[src/rtl/onehot_utility.sv]
`default_nettype none
// ============================================================================
// Module      : onehot_utility
// Description : Converts a one-hot vector into its binary index. The lowest
//               set bit wins on multi-hot input. Provides a combinational
//               index/zero result and a registered copy with valid and flags.
//               Optional macro ONEHOT_UTILITY_CHECK_EN builds the multi-hot
//               detector behind err_multi / err_seen; otherwise both tie to 0.
// Revision    : 1.0 - initial release
// ============================================================================
module onehot_utility #(
    parameter  int N = 32,
    localparam int W = (N > 1) ? $clog2(N) : 1
) (
    input  logic         clk,
    input  logic         reset,
    input  logic [N-1:0] onehot_in,
    input  logic         in_valid,
    output logic [W-1:0] bin_comb,
    output logic         zero_comb,
    output logic [W-1:0] bin_q,
    output logic         zero_q,
    output logic         out_valid,
    output logic         err_multi,
    output logic         err_seen
);

    logic [W-1:0] w_bin;
    logic         w_zero;
    logic [W-1:0] r_bin;
    logic         r_zero;
    logic         r_valid;

    // Priority encoder: scan from the top so the lowest set bit is written last
    always_comb begin
        w_bin = '0;
        for (int i = N - 1; i >= 0; i--) begin
            if (onehot_in[i]) begin
                w_bin = W'(i);
            end
        end
    end

    assign w_zero    = ~|onehot_in;
    assign bin_comb  = w_bin;
    assign zero_comb = w_zero;

    // Capture index and zero flag when the input is qualified; valid follows in_valid
    always_ff @(posedge clk or posedge reset) begin
        if (reset) begin
            r_bin   <= '0;
            r_zero  <= 1'b1;
            r_valid <= 1'b0;
        end else begin
            r_valid <= in_valid;
            if (in_valid) begin
                r_bin  <= w_bin;
                r_zero <= w_zero;
            end
        end
    end

    assign bin_q     = r_bin;
    assign zero_q    = r_zero;
    assign out_valid = r_valid;

`ifdef ONEHOT_UTILITY_CHECK_EN
    logic w_multi;
    logic r_err_multi;
    logic r_err_seen;

    // Clearing the lowest set bit leaves something behind only if two or more were set
    assign w_multi = (onehot_in & (onehot_in - N'(1))) != '0;

    // Per-capture multi-hot flag plus a sticky copy that only reset clears
    always_ff @(posedge clk or posedge reset) begin
        if (reset) begin
            r_err_multi <= 1'b0;
            r_err_seen  <= 1'b0;
        end else begin
            r_err_multi <= in_valid & w_multi;
            if (in_valid & w_multi) begin
                r_err_seen <= 1'b1;
            end
        end
    end

    assign err_multi = r_err_multi;
    assign err_seen  = r_err_seen;
`else
    assign err_multi = 1'b0;
    assign err_seen  = 1'b0;
`endif

endmodule
`default_nettype wire

[config.mk]
export PLATFORM = sky130hd
export DESIGN_NAME = onehot_utility
export DESIGN_NICKNAME = d
export VERILOG_FILES = /design/src/rtl/onehot_utility.sv
export SDC_FILE = /design/constraint.sdc
export NUM_CORES = 1
export LEC_CHECK = 0
export ABC_AREA = 1
export BUFFER_PORTS_ARGS = -buffer_cell sky130_fd_sc_hd__clkbuf_2
export CORE_ASPECT_RATIO = 1.5
export CORE_MARGIN = 2
export CORE_UTILIZATION = 39
export CTS_BUF_LIST = sky130_fd_sc_hd__clkbuf_4
export DETAILED_ROUTE_END_ITERATION = 6
export PLACE_DENSITY_LB_ADDON = 0.05
export SYNTH_ARGS = -nofsm -noshare
export SYNTH_HDL_FRONTEND = slang
export SYNTH_SLANG_ARGS = --single-unit
[constraint.sdc]
create_clock -name clk -period 1.8 [get_ports clk]
set_input_delay 0.27 -clock clk [delete_from_list [all_inputs] [get_ports clk]]
set_output_delay 0.27 -clock clk [all_outputs]
set_load 0.02 [all_outputs]
==> impl_metrics.env, run 1 <==
export IMPL_setup_ws_ps=-538
export IMPL_dr_pass1_iters=4
export IMPL_critPathKind="in2out"
export IMPL_ys_seq_elements=7
export IMPL_root_buffer="clkbuf_4"
export IMPL_grt_pass1_vias=896
export IMPL_synth_edf_count=0
export IMPL_total_power_uw=542
export IMPL_fin_worst_skew_ps=0
export IMPL_drt_iter0_markers=22
export IMPL_clk_pin_slew_ps=50
export IMPL_fmax_mhz=428
export IMPL_hold_path_startpoint="in_valid"
export IMPL_r2r_end="zero_q$_DFFE_PP1P_"
export IMPL_setup_viol=6
export IMPL_clock_sinks=7
export IMPL_p_leak_uw=0.000886
export IMPL_drc=0
export IMPL_min_period_ps=2340
export IMPL_areaGrowthSynthToFinish_pct=80.8
export IMPL_reg2reg_from="zero_q$_DFFE_PP1P_"
export IMPL_vias_per_cell=4.48
export IMPL_synth_top_area_share=0.279
export IMPL_yosysTopAreaCell="nand2_1"
export IMPL_worstHoldPathType="in2reg"
export IMPL_initial_core_util=0.414
export IMPL_drv_cap=0
export IMPL_grt_overflow_total=0
export IMPL_syn_avg_cell_area_um2=5.49
export IMPL_ir_drop_v=0.000458
export IMPL_antenna_cells=0
export IMPL_worstHoldEndpoint="out_valid$_DFF_PP0_"
export IMPL_crit_path_end_kind="output pin"
export IMPL_critPathLaunchType="primary input"
export IMPL_dieArea_um2=2350
export IMPL_gr_usage_all_layers=0.178
export IMPL_slowest_stage="a21oi_4"
export IMPL_ant_nets=0
export IMPL_chipWidth_um=40.2
export IMPL_cts_buffers=3
export IMPL_grt_max_degree=9
export IMPL_io_pins=50
export IMPL_rsz0062_at_grt="yes"
export IMPL_violations="negative setup slack"
export IMPL_core_um2=1850
export IMPL_r2r_slack_ps=1080
export IMPL_finalNetCount=251
export IMPL_cts_tree="built"
export IMPL_power_per_cell_area_nw_per_um2=390
export IMPL_r2r_cells=2
export IMPL_ys_types=20
export IMPL_path_max_fanout=2
export IMPL_std_cell_rows=19
export IMPL_antenna_found_initial=0
export IMPL_hold_violations=0
export IMPL_finalCritPeriodShare=1.30
export IMPL_ys_flop_type="dfrtp_1"
export IMPL_netlist_area_um2=768
export IMPL_dpl_hpwl_mm=1.62
export IMPL_grt_pass1_wl_mm=3.06
export IMPL_synth_common_cells="nand2_1, inv_1, nor2_1"
export IMPL_critPathRequiredTime_ps=1530
export IMPL_layout_cells_non_filler=236
export IMPL_critPathMostFrequentCell="nand2_1"
export IMPL_crit_family="simple AND/OR/NAND/NOR gates"
export IMPL_crit_cells=33
export IMPL_h_tree_depth=1
export IMPL_num_vias=1057
export IMPL_gp_congestion=0.675
export IMPL_yosysSeqAreaShare=0.230
export IMPL_async_reset_ff_frac=1.00
export IMPL_arrival_ps=2070
export IMPL_critical_path_buf_inv_count=3
export IMPL_outcome="finished, violations left"
export IMPL_clock_latency_ps=240
export IMPL_cp_slowest_stage_delay_ps=130
export IMPL_ys_top_cells_by_area="nand2_1, dfrtp_1, inv_1"
export IMPL_holdPathStages=1
export IMPL_post_synth_top_count_cell="nand2_1"
export IMPL_wl_mm=2.12
export IMPL_wire_per_inst_um=8.98
export IMPL_drive_gt1_frac=0.451
export IMPL_slew_viol_final=0
export IMPL_syn_inst=140
export IMPL_clk_path_buf_depth=2
export IMPL_die_h_um=58.4
export IMPL_fin_util=0.749
export IMPL_numPlacedInstances=226
export IMPL_ys_warn_count=0
export IMPL_io_buffers=47
[worst register-to-register path: cells and delay by family, from the launching register on]
family           cells  cell delay (ps)
AND/OR/NAND/NOR      2              120
flip-flops           1              530
[registers in the layout, indices dropped and copies added, names as in the netlist]
signal / count
bin_q: 5
out_valid: 1
zero_q: 1
[layout make-up]
cell class	instances	area [µm²]
Clock buffer	4	30.0
Fill cell	169	465
Inverter	40	191
Multi-Input combinational cell	92	457
Sequential cell	7	176
Tap cell	21	26.3
Timing Repair Buffer	72	508
[what timing repair did]
item,CTS,global route
hold buffers,1,0
pin swaps,9,13
buffers inserted,7,3
endpoints found under the hold margin,6,0
gates resized for setup,14,26
endpoints found under the setup margin,6,8
[kinds of logic after synthesis]
group | share of synthesized area
AO/OA/AOI/OAI | 0.0912
buffers and inverters | 0.269
flip-flops | 0.230
other | 0.00488
AND/OR/NAND/NOR | 0.406
[report_power, final]
| part | leakage [µW] | total [µW] | internal [µW] | switching (µW) |
|---|---|---|---|---|
| combinational | 0.000778 | 225 | 118 | 107 |
| clock | 0.0000184 | 151 | 99.2 | 51.5 |
| sequential | 0.0000896 | 167 | 164 | 2.96 |
[how the worst max path moves through the flow]
stage,start,end
6_report,onehot_in[30],bin_comb[0]
5_1_grt,onehot_in[30],bin_comb[0]
4_1_cts,onehot_in[30],bin_comb[0]
3_5_place_dp,onehot_in[30],bin_comb[0]
3_3_place_gp,onehot_in[30],bin_comb[0]
2_1_floorplan,onehot_in[30],bin_comb[0]
[metrics by stage]
step / TNS [ps] / hold slack (ps) / setup slack (ps) / area, µm²
after floorplan: -238 / 72.7 / -213 / 783
after global placement: -1200 / 176 / -515 / 1170
after detailed placement: -1180 / 181 / -539 / 1170
after CTS: -1150 / 209 / -513 / 1320
after global routing: -2470 / 219 / -814 / 1390
final: -1310 / 224 / -538 / 1390
[per-layer routing]
metal  global-route usage  up-vias  part of all wire  wire length, µm
met4               0.0571        0            0.0024                5
li1                     -      556                 -                -
met1                0.178      465              0.36              753
met2                0.346       34              0.60             1270
met3               0.0264        2             0.043               92
met5                    0        -                 0                0
[cell usage in the layout (no fill, tap or decap), types with 2 or more instances in the layout]
master     n
buf_4     18
clkbuf_2  39
nand2_1   54
dfrtp_1    6
nand3_1    2
nand2_2    3
a31oi_1    2
inv_1     31
bufinv_8   3
nand3_2    2
nor2_1    12
nor4_1     3
clkbuf_4   4
buf_6     11
inv_2      6
buf_8      2
nor3_4     2
conb_1     2
Note: power is estimated with default switching activity, not from simulation.
==> inputs of run 2 (changes only) <==
--- a/config.mk
+++ b/config.mk
@@ -5,11 +5,9 @@
 export SDC_FILE = /design/constraint.sdc
 export NUM_CORES = 1
 export LEC_CHECK = 0
-export ABC_AREA = 1
 export BUFFER_PORTS_ARGS = -buffer_cell sky130_fd_sc_hd__clkbuf_2
-export CORE_ASPECT_RATIO = 1.5
 export CORE_MARGIN = 2
-export CORE_UTILIZATION = 39
+export CORE_UTILIZATION = 38
 export CTS_BUF_LIST = sky130_fd_sc_hd__clkbuf_4
 export DETAILED_ROUTE_END_ITERATION = 6
 export PLACE_DENSITY_LB_ADDON = 0.05
==> impl_metrics.env, run 2 <==
export IMPL_gr_usage_all_layers=0.215
export IMPL_worstHoldPathType="in2reg"
export IMPL_antenna_found_initial=0
export IMPL_post_dp_cell_area_um2=1080
export IMPL_violations="negative setup slack"
export IMPL_chipWidth_um=47.4
export IMPL_drt_iter0_markers=17
export IMPL_arrival_ps=1640
export IMPL_drv_cap=0
export IMPL_synth_top_area_share=0.209
export IMPL_outcome="finished, violations left"
export IMPL_syn_inst=90
export IMPL_synth_edf_count=0
export IMPL_antenna_cells=0
export IMPL_ys_warn_count=0
export IMPL_dieArea_um2=2250
export IMPL_cp_startpoint="onehot_in[16]"
export IMPL_fillers=155
export IMPL_critPathLaunchType="primary input"
export IMPL_p_leak_uw=0.000615
export IMPL_netlist_area_um2=717
export IMPL_ys_types=35
export IMPL_largest_reg_flops=5
export IMPL_stdcell_area_um2=1280
export IMPL_hold_path_startpoint="in_valid"
export IMPL_rsz0062_at_grt="yes"
export IMPL_power_switching_share=0.310
export IMPL_grt_pass1_vias=850
export IMPL_synth_common_cells="nor2_1, inv_1, dfrtp_1"
export IMPL_min_period_ps=1910
export IMPL_async_reset_ff_frac=1.00
export IMPL_pwr_share_clk=0.296
export IMPL_areaGrowthSynthToFinish_pct=78.2
export IMPL_ir_drop_v=0.000470
export IMPL_switching_power_uw=160
export IMPL_clock_latency_ps=250
export IMPL_yosysSeqAreaShare=0.246
export IMPL_clk_pin_slew_ps=50
export IMPL_seqPwrFrac=0.324
export IMPL_grt_max_degree=8
export IMPL_crit_path_end_kind="output pin"
export IMPL_ys_flop_type="dfrtp_1"
export IMPL_root_buffer="clkbuf_4"
export IMPL_finalNetCount=196
export IMPL_num_vias=936
export IMPL_gp_congestion=0.722
export IMPL_cts_buffers=3
export IMPL_io_buffers=47
export IMPL_io_pins=50
export IMPL_die_h_um=47.4
export IMPL_path_max_fanout=3
export IMPL_cts_tree="built"
export IMPL_wl_mm=2.26
export IMPL_clock_sinks=7
export IMPL_h_tree_depth=1
export IMPL_initial_core_util=0.411
export IMPL_yosysTopAreaCell="dfrtp_1"
export IMPL_critPathKind="in2out"
export IMPL_clk_path_buf_depth=2
export IMPL_wire_per_inst_um=12.2
export IMPL_post_synth_top_count_cell="nor2_1"
export IMPL_combPwrFrac=0.380
export IMPL_drive_gt1_frac=0.588
export IMPL_finalCritPeriodShare=1.06
export IMPL_fin_worst_skew_ps=0
export IMPL_p_int_uw=357
export IMPL_reg2reg_from="bin_q[3]$_DFFE_PP0P_"
export IMPL_ys_top_cells_by_area="dfrtp_1, mux2_2, nor2_1"
export IMPL_vias_per_cell=5.06
export IMPL_layout_commonest_cell="clkbuf_2"
export IMPL_hold_violations=0
export IMPL_critPathRequiredTime_ps=1530
export IMPL_ant_nets=0
export IMPL_final_cell_mix="clkbuf_2, buf_4, nor2_1"
export IMPL_power_per_cell_area_nw_per_um2=405
export IMPL_total_power_uw=517
export IMPL_dr_pass1_iters=5
export IMPL_grt_overflow_total=0
export IMPL_grt_pass1_wl_mm=3.39
export IMPL_syn_avg_cell_area_um2=7.97
export IMPL_ys_seq_elements=7
export IMPL_drc=0
export IMPL_slew_viol_final=0
export IMPL_std_cell_rows=15
export IMPL_setup_ws_ps=-107
export IMPL_dpl_hpwl_mm=1.76
export IMPL_fmax_mhz=524
export IMPL_core_um2=1750
export IMPL_setup_viol=4
==> run 2: final cells by class <==
type,instances,area [µm²],area share
repair buffers,68,442,0.346
clock buffers,4,30.0,0.0235
multi-input cells,72,564,0.442
inverters,9,33.8,0.0264
flip-flops and latches,7,176,0.138
well taps,25,31.3,0.0245
==> run 2: timing repair <==
action | CTS | global route
buffers inserted | 4 | 1
resized for setup | 18 | 8
setup endpoints to repair | 5 | 6
hold endpoints to repair | 6 | 0
cloned | 0 | 0
pin swaps | 10 | 5
hold buffers | 1 | 0
==> run 2: cell families (layout without fill, tap and decap cells) <==
group           count (synthesis)  after routing  synth area share
compound gates                 23             23             0.227
buf+inv                        12             81            0.0733
flops                           7              7             0.246
mux                             5              5            0.0785
other cells                     1              2           0.00523
simple gates                   42             42             0.370
==> run 2: final timing paths <==
kind	endpoint	slack, ps	depth (start not counted)
setup / recovery	bin_comb[3]	-110	6
hold / removal	out_valid$_DFF_PP0_	240	1
setup reg to reg	bin_q[3]$_DFFE_PP0P_	1050	1
hold reg to reg	bin_q[2]$_DFFE_PP0P_	510	1
max in group asynchronous	zero_q$_DFFE_PP1P_	1050	3
min in group asynchronous	bin_q[1]$_DFFE_PP0P_	480	3
==> run 2: layer usage <==
| metal | share of wire | up-vias | GRT usage |
|---|---|---|---|
| met5 | 0 | - | 0 |
| met4 | 0.014 | 0 | 0.111 |
| met3 | 0.042 | 4 | 0.0340 |
| met2 | 0.52 | 36 | 0.381 |
| met1 | 0.42 | 419 | 0.249 |
| li1 | - | 477 | - |
==> run 2: power by group through the flow <==
stage          Sequential, µW  Combinational (µW)  Clock [µW]
2_1_floorplan             178                62.6           0
4_1_cts                   168                 184         161
3_5_place_dp              170                 167           0
3_3_place_gp              170                 164           0
6_report                  168                 197         153
5_1_grt                   168                 215         166
==> run 2: metrics by stage <==
stage,instances,worst slack (ps),util,setup TNS [ps],hold slack (ps)
finish,185,-107,0.732,-346,240
floorplan,91,-12.6,-,-16.9,72.7
global route,185,-151,0.732,-589,245
detailed placement,175,-175,0.619,-598,193
global placement,175,-153,0.619,-500,183
CTS,184,-113,0.706,-311,235
==> run 2: worst max-delay path: stages <==
cell	delay [ps]
buf_6	90
or4_4	560
nor4b_4	270
nand2_1	110
a21oi_2	170
clkbuf_8	170
